--- src/rtl/dsp_mac_pkg.sv ---
// Shared types and widths for the dual-multiplier DSP MAC dot-product sequencer.
package dsp_mac_pkg;

  localparam int unsigned OP_W  = 8;
  localparam int unsigned RES_W = 27;

  typedef enum logic {IDLE, RUN} state_t;

  typedef struct packed {
    logic [OP_W-1:0] ax;
    logic [OP_W-1:0] ay;
    logic [OP_W-1:0] bx;
    logic [OP_W-1:0] by;
  } beat_t;

endpackage

--- src/rtl/dsp_mac_dot_sequencer_if.sv ---
// Command, operand, result and DSP-side signals of the dot-product sequencer.
interface dsp_mac_dot_sequencer_if
  import dsp_mac_pkg::*;
#(
  parameter int unsigned LEN_W = 10
);
  logic             cmd_valid;
  logic             cmd_ready;
  logic [LEN_W-1:0] cmd_len;
  logic             op_valid;
  logic             op_ready;
  logic [OP_W-1:0]  op_ax, op_ay, op_bx, op_by;
  logic             res_valid;
  logic             res_ready;
  logic [RES_W-1:0] res_data;
  logic [OP_W-1:0]  dsp_ax, dsp_ay, dsp_bx, dsp_by;
  logic             dsp_accumulate;
  logic [2:0]       dsp_ena;
  logic             dsp_clr;
  logic [RES_W-1:0] dsp_resulta;

  modport slave (
    input  cmd_valid, cmd_len, op_valid, op_ax, op_ay, op_bx, op_by, res_ready, dsp_resulta,
    output cmd_ready, op_ready, res_valid, res_data,
           dsp_ax, dsp_ay, dsp_bx, dsp_by, dsp_accumulate, dsp_ena, dsp_clr
  );

  modport master (
    output cmd_valid, cmd_len, op_valid, op_ax, op_ay, op_bx, op_by, res_ready, dsp_resulta,
    input  cmd_ready, op_ready, res_valid, res_data,
           dsp_ax, dsp_ay, dsp_bx, dsp_by, dsp_accumulate, dsp_ena, dsp_clr
  );

endinterface

--- src/rtl/dsp_mac_res_fifo.sv ---
// First-word-fall-through result FIFO; head reads as zero while empty.
module dsp_mac_res_fifo
  import dsp_mac_pkg::*;
#(
  parameter int unsigned DEPTH = 4
)(
  input  logic             clk,
  input  logic             rst_n,
  input  logic             push,
  input  logic [RES_W-1:0] push_data,
  input  logic             pop,
  output logic             valid,
  output logic [RES_W-1:0] data
);
  localparam int unsigned PTR_W = $clog2(DEPTH);
  localparam logic [PTR_W:0] FULL_CNT = (PTR_W + 1)'(DEPTH);

  logic [RES_W-1:0] mem [DEPTH];
  logic [PTR_W-1:0] wr_ptr, rd_ptr;
  logic [PTR_W:0]   count;
  logic             full, do_pop;

  assign valid  = (count != '0);
  assign full   = (count == FULL_CNT);
  assign data   = valid ? mem[rd_ptr] : '0;
  assign do_pop = pop && valid;

  always_ff @(posedge clk or negedge rst_n) begin
    if (!rst_n) begin
      wr_ptr <= '0;
      rd_ptr <= '0;
      count  <= '0;
    end else begin
      if (push)   wr_ptr <= wr_ptr + 1'b1;
      if (do_pop) rd_ptr <= rd_ptr + 1'b1;
      case ({push, do_pop})
        2'b10:   count <= count + 1'b1;
        2'b01:   count <= count - 1'b1;
        default: ;
      endcase
    end
  end

  always_ff @(posedge clk) begin
    if (push) mem[wr_ptr] <= push_data;
  end

  // Outstanding-vector credits bound occupancy, so a push into a full FIFO is a bug.
  assert property (@(posedge clk) disable iff (!rst_n) !(push && full));

endmodule

--- src/rtl/dsp_mac_dot_sequencer.sv ---
// Streams one dot product per command into the DSP MAC and collects the framed sums.
module dsp_mac_dot_sequencer
  import dsp_mac_pkg::*;
#(
  parameter int unsigned MAC_LAT   = 3,
  parameter int unsigned LEN_W     = 10,
  parameter int unsigned RES_DEPTH = 4
)(
  input  logic                          clk0,
  input  logic                          clr0_n,
  dsp_mac_dot_sequencer_if.slave        bus,
  output logic                          busy
);
  localparam int unsigned OUT_W = $clog2(RES_DEPTH) + 1;
  localparam logic [OUT_W-1:0] OUT_MAX = OUT_W'(RES_DEPTH);
  localparam logic [LEN_W-1:0] ONE     = LEN_W'(1);

  state_t             state, state_nx;
  logic [LEN_W-1:0]   cnt, cnt_nx;
  logic               first, first_nx, zero_vec, zero_vec_nx;
  logic [OUT_W-1:0]   outstanding;
  beat_t              beat_q, beat_nx, op_beat;
  logic               acc_q, acc_nx, last_q, last_nx;
  logic [MAC_LAT-1:0] tag_line;
  logic               cmd_fire, op_fire, res_fire, push;

  assign op_beat       = {bus.op_ax, bus.op_ay, bus.op_bx, bus.op_by};
  assign bus.cmd_ready = (state == IDLE) && (outstanding < OUT_MAX) && clr0_n;
  assign bus.op_ready  = (state == RUN) && !zero_vec;
  assign cmd_fire      = bus.cmd_valid && bus.cmd_ready;
  assign op_fire       = bus.op_valid && bus.op_ready;
  assign res_fire      = bus.res_valid && bus.res_ready;

  always_comb begin
    state_nx    = state;
    cnt_nx      = cnt;
    first_nx    = first;
    zero_vec_nx = zero_vec;
    beat_nx     = '0;
    acc_nx      = 1'b0;
    last_nx     = 1'b0;
    case (state)
      IDLE: begin
        if (cmd_fire) begin
          cnt_nx      = (bus.cmd_len == '0) ? ONE : bus.cmd_len;
          first_nx    = 1'b1;
          zero_vec_nx = (bus.cmd_len == '0);
          state_nx    = RUN;
        end
      end
      RUN: begin
        // A zero-length vector still issues one synthetic beat so a zero sum gets tagged.
        if (zero_vec || op_fire) begin
          cnt_nx  = cnt - ONE;
          last_nx = (cnt == ONE);
          if (op_fire) begin
            beat_nx  = op_beat;
            acc_nx   = !first;
            first_nx = 1'b0;
          end
        end else begin
          acc_nx = !first;
        end
        if (last_nx) state_nx = IDLE;
      end
      default: state_nx = IDLE;
    endcase
  end

  always_ff @(posedge clk0 or negedge clr0_n) begin
    if (!clr0_n) begin
      state       <= IDLE;
      cnt         <= '0;
      first       <= 1'b0;
      zero_vec    <= 1'b0;
      beat_q      <= '0;
      acc_q       <= 1'b0;
      last_q      <= 1'b0;
      tag_line    <= '0;
      outstanding <= '0;
    end else begin
      state    <= state_nx;
      cnt      <= cnt_nx;
      first    <= first_nx;
      zero_vec <= zero_vec_nx;
      beat_q   <= beat_nx;
      acc_q    <= acc_nx;
      last_q   <= last_nx;
      // last_q is aligned with the beat on dsp_*, so the tag exits as its sum lands.
      tag_line[0] <= last_q;
      for (int unsigned i = 1; i < MAC_LAT; i++) tag_line[i] <= tag_line[i-1];
      case ({cmd_fire, res_fire})
        2'b10:   outstanding <= outstanding + 1'b1;
        2'b01:   outstanding <= outstanding - 1'b1;
        default: ;
      endcase
    end
  end

  assign push = tag_line[MAC_LAT-1];

  dsp_mac_res_fifo #(.DEPTH(RES_DEPTH)) u_res_fifo (
    .clk       (clk0),
    .rst_n     (clr0_n),
    .push      (push),
    .push_data (bus.dsp_resulta),
    .pop       (bus.res_ready),
    .valid     (bus.res_valid),
    .data      (bus.res_data)
  );

  assign bus.dsp_ax         = beat_q.ax;
  assign bus.dsp_ay         = beat_q.ay;
  assign bus.dsp_bx         = beat_q.bx;
  assign bus.dsp_by         = beat_q.by;
  assign bus.dsp_accumulate = acc_q;
  assign bus.dsp_ena        = {3{clr0_n}};
  assign bus.dsp_clr        = !clr0_n;
  assign busy               = (state != IDLE) || (outstanding != '0);

endmodule

--- src/flat_wrapper.sv ---
// flat-port wrapper written by rule: the top's interface ports become plain ports
module dsp_mac_dot_sequencer_flat import dsp_mac_pkg::*;
#(
  parameter int unsigned MAC_LAT   = 3,
  parameter int unsigned LEN_W     = 10,
  parameter int unsigned RES_DEPTH = 4
)
  (clk0, clr0_n, busy, bus_cmd_valid, bus_cmd_len, bus_op_valid, bus_op_ax, bus_op_ay, bus_op_bx, bus_op_by, bus_res_ready, bus_dsp_resulta, bus_cmd_ready, bus_op_ready, bus_res_valid, bus_res_data, bus_dsp_ax, bus_dsp_ay, bus_dsp_bx, bus_dsp_by, bus_dsp_accumulate, bus_dsp_ena, bus_dsp_clr);
  dsp_mac_dot_sequencer_if #(.LEN_W(LEN_W)) bus_i ();
  input  logic clk0;
  input  logic clr0_n;
  output logic busy;
  input wire logic [$bits(bus_i.cmd_valid)-1:0] bus_cmd_valid;
  input wire logic [$bits(bus_i.cmd_len)-1:0] bus_cmd_len;
  input wire logic [$bits(bus_i.op_valid)-1:0] bus_op_valid;
  input wire logic [$bits(bus_i.op_ax)-1:0] bus_op_ax;
  input wire logic [$bits(bus_i.op_ay)-1:0] bus_op_ay;
  input wire logic [$bits(bus_i.op_bx)-1:0] bus_op_bx;
  input wire logic [$bits(bus_i.op_by)-1:0] bus_op_by;
  input wire logic [$bits(bus_i.res_ready)-1:0] bus_res_ready;
  input wire logic [$bits(bus_i.dsp_resulta)-1:0] bus_dsp_resulta;
  output wire logic [$bits(bus_i.cmd_ready)-1:0] bus_cmd_ready;
  output wire logic [$bits(bus_i.op_ready)-1:0] bus_op_ready;
  output wire logic [$bits(bus_i.res_valid)-1:0] bus_res_valid;
  output wire logic [$bits(bus_i.res_data)-1:0] bus_res_data;
  output wire logic [$bits(bus_i.dsp_ax)-1:0] bus_dsp_ax;
  output wire logic [$bits(bus_i.dsp_ay)-1:0] bus_dsp_ay;
  output wire logic [$bits(bus_i.dsp_bx)-1:0] bus_dsp_bx;
  output wire logic [$bits(bus_i.dsp_by)-1:0] bus_dsp_by;
  output wire logic [$bits(bus_i.dsp_accumulate)-1:0] bus_dsp_accumulate;
  output wire logic [$bits(bus_i.dsp_ena)-1:0] bus_dsp_ena;
  output wire logic [$bits(bus_i.dsp_clr)-1:0] bus_dsp_clr;
  assign bus_i.cmd_valid = bus_cmd_valid;
  assign bus_i.cmd_len = bus_cmd_len;
  assign bus_i.op_valid = bus_op_valid;
  assign bus_i.op_ax = bus_op_ax;
  assign bus_i.op_ay = bus_op_ay;
  assign bus_i.op_bx = bus_op_bx;
  assign bus_i.op_by = bus_op_by;
  assign bus_i.res_ready = bus_res_ready;
  assign bus_i.dsp_resulta = bus_dsp_resulta;
  assign bus_cmd_ready = bus_i.cmd_ready;
  assign bus_op_ready = bus_i.op_ready;
  assign bus_res_valid = bus_i.res_valid;
  assign bus_res_data = bus_i.res_data;
  assign bus_dsp_ax = bus_i.dsp_ax;
  assign bus_dsp_ay = bus_i.dsp_ay;
  assign bus_dsp_bx = bus_i.dsp_bx;
  assign bus_dsp_by = bus_i.dsp_by;
  assign bus_dsp_accumulate = bus_i.dsp_accumulate;
  assign bus_dsp_ena = bus_i.dsp_ena;
  assign bus_dsp_clr = bus_i.dsp_clr;
  dsp_mac_dot_sequencer #(.MAC_LAT(MAC_LAT), .LEN_W(LEN_W), .RES_DEPTH(RES_DEPTH)) u_core (.clk0(clk0), .clr0_n(clr0_n), .bus(bus_i), .busy(busy));
endmodule
--- config.mk ---
export PLATFORM = sky130hd
export DESIGN_NAME = dsp_mac_dot_sequencer_flat
export DESIGN_NICKNAME = d
export VERILOG_FILES = /design/src/rtl/dsp_mac_pkg.sv /design/src/rtl/dsp_mac_dot_sequencer_if.sv /design/src/rtl/dsp_mac_res_fifo.sv /design/src/rtl/dsp_mac_dot_sequencer.sv /design/src/flat_wrapper.sv
export SDC_FILE = /design/constraint.sdc
export NUM_CORES = 1
export LEC_CHECK = 0
export CAP_MARGIN = 20
export CORE_MARGIN = 2
export CORE_UTILIZATION = 50
export CTS_BUF_LIST = sky130_fd_sc_hd__clkbuf_8
export CTS_CLUSTER_DIAMETER = 150
export CTS_CLUSTER_SIZE = 8
export DETAILED_ROUTE_END_ITERATION = 6
export GPL_TIMING_DRIVEN = 1
export HOLD_SLACK_MARGIN = 0.02
export PLACE_DENSITY = 0.79
export REMOVE_ABC_BUFFERS = 1
export SETUP_SLACK_MARGIN = 0.5
export SYNTH_ARGS = -nofsm -noshare
export SYNTH_HDL_FRONTEND = slang
export SYNTH_SLANG_ARGS = --single-unit
--- constraint.sdc ---
create_clock -name clk0 -period 5.9 [get_ports clk0]
set_clock_uncertainty 0.2 [all_clocks]
set_input_delay 1.77 -clock clk0 [delete_from_list [all_inputs] [get_ports clk0]]
set_output_delay 1.77 -clock clk0 [all_outputs]
set_load 0.05 [all_outputs]
==> flow_metrics.py, run 1 <==
metrics = {
    "grt": {
        "grt_max_degree": 55,
        "grt_pass1_wl_mm": 21.1,
        "grt_usage": 0.196,
        "grt_antenna_before_repair": 0,
        "grt_pass1_vias": 4143,
        "overflow": 0,
    },
    "place": {
        "dp_hpwl_mm": 8.71,
        "placed_cell_area_um2": 8210,
        "portBuffers": 141,
        "gp_congestion": 0.825,
        "place_worst_setup_slack_ns": 1.06,
    },
    "synthesis": {
        "synth_cells": 395,
        "netlist_area_um2": 6630,
        "yosysSeqAreaShare": 0.716,
        "yosys_warnings": 0,
        "synth_cell_type_count": 43,
        "synth_area_leaders": "edfxtp_1 49%, dfrtp_1 23%, mux4_2 9.2%, and2_1 3.2%, and3_1 3.0%",
        "synthArstFlopShare": 0.357,
        "syn_avg_cell_area_um2": 16.8,
        "synth_edf_count": 108,
        "synthFlopType": "edfxtp_1",
        "yosysTopAreaCell": "edfxtp_1",
        "netlist.area_leader.share": 0.489,
        "ys_ff_latch": 168,
    },
    "pwr": {
        "powerDensity_nw_per_um2": 461,
        "p_leak_nw": 3.24,
        "combPwrFrac": 0.441,
        "pwr-share-clk": 0.178,
        "netSwitchingFraction": 0.392,
        "seq_power_share": 0.380,
        "ir_drop_uv": 223,
        "p_sw_mw": 1.54,
        "p_int_mw": 2.40,
    },
    "outcome": {
        "outcome": "complete, no violations",
    },
    "floorplanning": {
        "die_area_um2": 14200,
        "die_w_um": 119,
        "die_h_um": 119,
        "io_pins": 142,
        "coreArea_um2": 13100,
        "initial_core_util": 0.507,
        "rows": 42,
    },
    "detailed_routing": {
        "firstDrtPassIters": 4,
        "num_vias": 3874,
        "via_per_inst": 5.30,
        "drcViolationCount": 0,
        "wl_per_cell_um": 17.9,
        "drtAntennaViolNets": 0,
        "routed_wl_mm": 13.1,
        "drt_iter0_markers": 213,
    },
    "final_layout": {
        "postLayoutCellArea_um2": 8540,
        "fin_nets": 626,
        "layout_common_cells": "139 x clkdlybuf4s50_1, 108 x edfxtp_1, 59 x dfrtp_1, 34 x and2_1, 32 x and3_1",
        "syn2layout_area_growth_pct": 28.9,
        "drive_gt1_frac": 0.128,
        "diodes": 0,
        "final_common_cell": "clkdlybuf4s50_1",
    },
    "timing": {
        "setup_viol": 0,
        "worst_slew_pin_slew_ns": 0.860,
        "rsz0062_at_grt": "no",
        "finalCritPeriodShare": 0.820,
        "fmax_ghz": 0.207,
        "hold_violations": 0,
        "slew_viol_final": 0,
        "worst_slack_ns": 1.06,
        "fin_tns_setup_ns": 0,
        "period_minus_slack_ns": 4.84,
        "relSlewSlack": 0.427,
    },
    "worst_setup_path": {
        "crit_chain": "buf_2 > inv_1 > clkdlybuf4s50_1",
        "endpoint_kind": "primary output",
        "worst-path-max-fanout": 12,
        "worstSetupStartpointType": "primary input",
        "crit_buf_inv": 3,
        "cp.required_ns": 3.93,
        "crit_arrival_ns": 2.87,
        "cpPeakStageDelay_ns": 0.80,
        "path_class": "in -> out",
        "slowest_stage": "clkdlybuf4s50_1",
        "cp_top_family": "buffers and inverters",
    },
    "flow_run": {
        "cap_violations": 0,
    },
    "clocking": {
        "post_cts_buffers": 0,
        "cts_buffers": 17,
        "cts_buffer_depth": 2,
        "path_clk_slew_ns": 0.08,
        "clock_sinks": 168,
        "h-tree-depth": 4,
        "worstSkewPairLatency_ns": 0.44,
        "cts_root_buf": "clkbuf_8",
        "cts_resized": 0,
        "holdBufCountCts": 0,
        "cts_tree": "done",
    },
    "worst_hold_path": {
        "hp-class": "reg -> reg",
    },
}
[worst register-to-register path: cells and delay by family (launching register included)]
kind	cells	cell delay, ns
XOR/XNOR	2	0.29
flip-flops	1	0.40
AND/OR/NAND/NOR	3	1.26
adder cells (fa/ha/maj)	2	0.70
[power groups by stage]
stage | Clock (mW) | Combinational, mW | Sequential, mW
after global placement | 0 | 1.72 | 1.51
after floorplan | 0 | 1.02 | 1.66
after CTS | 0.717 | 1.76 | 1.50
after detailed placement | 0 | 1.75 | 1.52
after global routing | 0.763 | 1.85 | 1.52
final | 0.703 | 1.74 | 1.50
[layer usage]
layer / share of wire / track usage / wire length [um]
met1: 0.40 / 0.232 / 5220
met2: 0.50 / 0.325 / 6550
met3: 0.093 / 0.0872 / 1220
met4: 0.0095 / 0.0588 / 124
met5: 0 / 0 / 0
[logic make-up (layout without fill, tap and decap cells)]
| family | after synthesis | in the layout | synth area share |
|---|---|---|---|
| buf+inv | 33 | 193 | 0.0240 |
| xor+xnor | 9 | 9 | 0.0119 |
| compound gates | 30 | 30 | 0.0277 |
| mux | 29 | 29 | 0.0949 |
| simple gates | 116 | 116 | 0.105 |
| fa+ha+maj | 10 | 10 | 0.0211 |
| flops | 168 | 168 | 0.716 |
[Yosys cell counts (3+ instances only)]
cell,number
a21oi_1,6
and2_1,34
and3_1,32
buf_2,4
buf_4,4
clkbuf_1,11
dfrtp_1,60
edfxtp_1,108
ha_1,8
inv_1,10
mux4_2,27
nand2_1,11
nand3_1,5
nand4_1,3
nor2_1,10
nor3_1,5
nor4_1,3
o21ai_0,10
o22ai_1,6
or2_2,3
xnor2_1,4
xor2_1,5
[through the flow]
| stage | cells | power (mW) | hold WS, ns | util |
|---|---|---|---|---|
| floorplan | 372 | 2.68 | 0.131 | - |
| global route | 731 | 4.14 | 0.162 | 0.653 |
| global placement | 699 | 3.24 | 0.137 | 0.627 |
| CTS | 731 | 3.97 | 0.154 | 0.653 |
| finish | 731 | 3.94 | 0.159 | 0.653 |
| detailed placement | 699 | 3.28 | 0.136 | 0.627 |
[worst paths after layout]
path / from / to / slack, ns / depth (start not counted)
setup / recovery: clr0_n / bus_dsp_clr / 1.06 / 3
hold / removal: u_core.last_q / u_core.tag_line[0] / 0.16 / 0
setup reg to reg: u_core.u_res_fifo.count[0] / u_core.outstanding[2] / 2.96 / 7
hold reg to reg: u_core.last_q / u_core.tag_line[0] / 0.16 / 0
max in group asynchronous: clr0_n / u_core.u_res_fifo.rd_ptr[0] / 3.55 / 2
min in group asynchronous: clr0_n / u_core.cnt[2] / 0.97 / 1
[sequential cells by signal (all words and copies together), names as in the netlist]
signal                     count
u_core.u_res_fifo.mem        108
u_core.cnt                    10
u_core.bus.dsp_ax              8
u_core.bus.dsp_ay              8
u_core.bus.dsp_bx              8
u_core.bus.dsp_by              8
u_core.outstanding             3
u_core.tag_line                3
u_core.u_res_fifo.count        3
u_core.u_res_fifo.rd_ptr       2
u_core.u_res_fifo.wr_ptr       2
u_core.bus.dsp_accumulate      1
u_core.first                   1
u_core.last_q                  1
u_core.state                   1
u_core.zero_vec                1
[layout make-up]
class	instances	area, um2
fill	934	4540
clock inverter	15	101
tap	176	220
clock buffer	17	234
multi-input combinational	194	1730
timing repair buffer	151	1480
inverter	10	37.5
sequential	168	4750
No activity file was read; power rests on OpenSTA's default activity.
==> inputs of run 2 (changes only) <==
Clock period 5.9 ns to 5 ns, I/O delays scaled along.
==> flow_metrics.py, run 2 (synthesis gave the netlist of run 1 again) <==
metrics = {
    "outcome": {
        "outcome": "complete, no violations",
    },
    "clocking": {
        "path_clk_slew_ns": 0.08,
        "clock_sinks": 168,
        "holdBufCountCts": 0,
        "cts_buffer_depth": 2,
        "worstSkewPairLatency_ns": 0.45,
        "h-tree-depth": 4,
        "cts_tree": "done",
        "cts_root_buf": "clkbuf_8",
        "cts_buffers": 17,
    },
    "final_layout": {
        "syn2layout_area_growth_pct": 29.8,
        "top_register": "u_core.u_res_fifo.mem",
        "largest_reg_flops": 108,
        "diodes": 0,
        "seq_area_um2": 4750,
        "final_util": 0.658,
        "layout_common_cells": "139 x clkdlybuf4s50_1, 108 x edfxtp_1, 59 x dfrtp_1, 34 x and2_1, 32 x and3_1",
        "final_common_cell": "clkdlybuf4s50_1",
        "fillCellCount": 948,
        "multi_input_area_um2": 1730,
        "fin_nets": 626,
        "reg_top3": "u_core.u_res_fifo.mem (108), u_core.cnt (10)",
        "drive_gt1_frac": 0.137,
    },
    "timing": {
        "relSlewSlack": 0.553,
        "fin_tns_setup_ns": 0,
        "worst_slew_pin_slew_ns": 0.671,
        "fin_hold_ws_ns": 0.154,
        "hold_violations": 0,
        "fmax_ghz": 0.233,
        "finalCritPeriodShare": 0.860,
        "period_minus_slack_ns": 4.30,
        "setup_viol": 0,
        "rsz0062_at_grt": "no",
        "slew_viol_final": 0,
    },
    "detailed_routing": {
        "drt_iter0_markers": 220,
        "firstDrtPassIters": 4,
        "drtAntennaViolNets": 0,
        "drcViolationCount": 0,
        "via_per_inst": 5.29,
        "routed_wl_mm": 12.8,
        "wl_per_cell_um": 17.5,
        "num_vias": 3867,
    },
    "grt": {
        "grt_max_degree": 55,
        "overflow": 0,
        "grt_antenna_before_repair": 0,
        "grt_usage": 0.195,
        "grt_pass1_wl_mm": 20.8,
        "grt_pass1_vias": 4095,
    },
    "floorplanning": {
        "die_area_um2": 14200,
        "rows": 42,
        "die_h_um": 119,
        "io_pins": 142,
        "initial_core_util": 0.507,
        "coreArea_um2": 13100,
        "die_w_um": 119,
    },
    "worst_setup_path": {
        "rr_worst_depth": 7,
        "cp.required_ns": 3.30,
        "reg2reg_setup_slack_ns": 2.16,
        "path_class": "in -> out",
        "crit_arrival_ns": 2.60,
        "worst-path-max-fanout": 12,
        "worstSetupStartpointType": "primary input",
        "endpoint_kind": "primary output",
    },
    "place": {
        "dp_hpwl_mm": 8.60,
        "portBuffers": 141,
        "gp_congestion": 0.822,
    },
    "pwr": {
        "p_sw_mw": 1.83,
        "netSwitchingFraction": 0.386,
        "pwr-share-clk": 0.189,
        "seq_power_share": 0.363,
        "p_leak_nw": 3.26,
        "total_power_mw": 4.72,
        "powerDensity_nw_per_um2": 549,
        "p_int_mw": 2.90,
        "ir_drop_uv": 269,
        "combPwrFrac": 0.448,
    },
    "worst_hold_path": {
        "hp-class": "reg -> reg",
        "min_path_cells": 0,
    },
    "flow_run": {
        "cap_violations": 0,
    },
}
[run 2: cell count changes in the layout (fill, tap and decap cells not counted)]
cell        change
buf_4           -2
clkinv_4        +2
bufinv_16       +1
clkinvlp_4      -1
buf_12          +2
or3_2           +1
clkinv_1        +1
clkinv_2        +2
inv_1           -5
or3_1           -1
[run 2: area by class of cell]
type                            instances  area share
Clock buffer                           17      0.0272
Clock inverter                         15      0.0158
Inverter                               10     0.00436
Multi-Input combinational cell        194       0.201
Sequential cell                       168       0.551
Tap cell                              176      0.0256
Timing Repair Buffer                  151       0.175
[run 2: critical path, cell delays in order]
cell and delay, ns:
buf_2 0.18, inv_1 0.11, clkdlybuf4s50_1 0.80
[run 2: final timing paths]
path | from | end
hold reg to reg | u_core.tag_line[0] | u_core.tag_line[1]
max in group asynchronous | clr0_n | u_core.u_res_fifo.rd_ptr[0]
setup reg to reg | u_core.u_res_fifo.count[0] | u_core.outstanding[2]
hold / removal | u_core.tag_line[0] | u_core.tag_line[1]
setup / recovery | clr0_n | bus_dsp_clr
min in group asynchronous | clr0_n | u_core.cnt[2]
[run 2: power by group through the flow]
stage / Sequential (mW) / Clock [mW] / Combinational (mW)
6_report: 1.71 / 0.893 / 2.12
5_1_grt: 1.73 / 0.972 / 2.26
4_1_cts: 1.71 / 0.918 / 2.14
3_5_place_dp: 1.74 / 0 / 2.14
3_3_place_gp: 1.74 / 0 / 2.11
2_1_floorplan: 1.96 / 0 / 1.20
[run 2: what timing repair did]
item | CTS | global route
resized for setup | 0 | 1
setup buffers | 0 | 0
endpoints found under the setup margin | 0 | 23
[run 2: stage by stage]
stage | worst slack [ns] | area (um2) | instances
3_3_place_gp | 0.714 | 8230 | 699
2_1_floorplan | 0.393 | 6510 | 372
5_1_grt | 0.614 | 8610 | 731
4_1_cts | 0.589 | 8600 | 731
6_report | 0.700 | 8610 | 731
3_5_place_dp | 0.697 | 8230 | 699
[run 2: routing by layer]
| layer | global-route usage | up-vias | routed length [um] |
|---|---|---|---|
| met3 | 0.0852 | 19 | 1310 |
| met5 | 0 | - | 0 |
| met2 | 0.311 | 171 | 6180 |
| met1 | 0.236 | 1899 | 5090 |
| li1 | - | 1778 | - |
| met4 | 0.0744 | 0 | 223 |
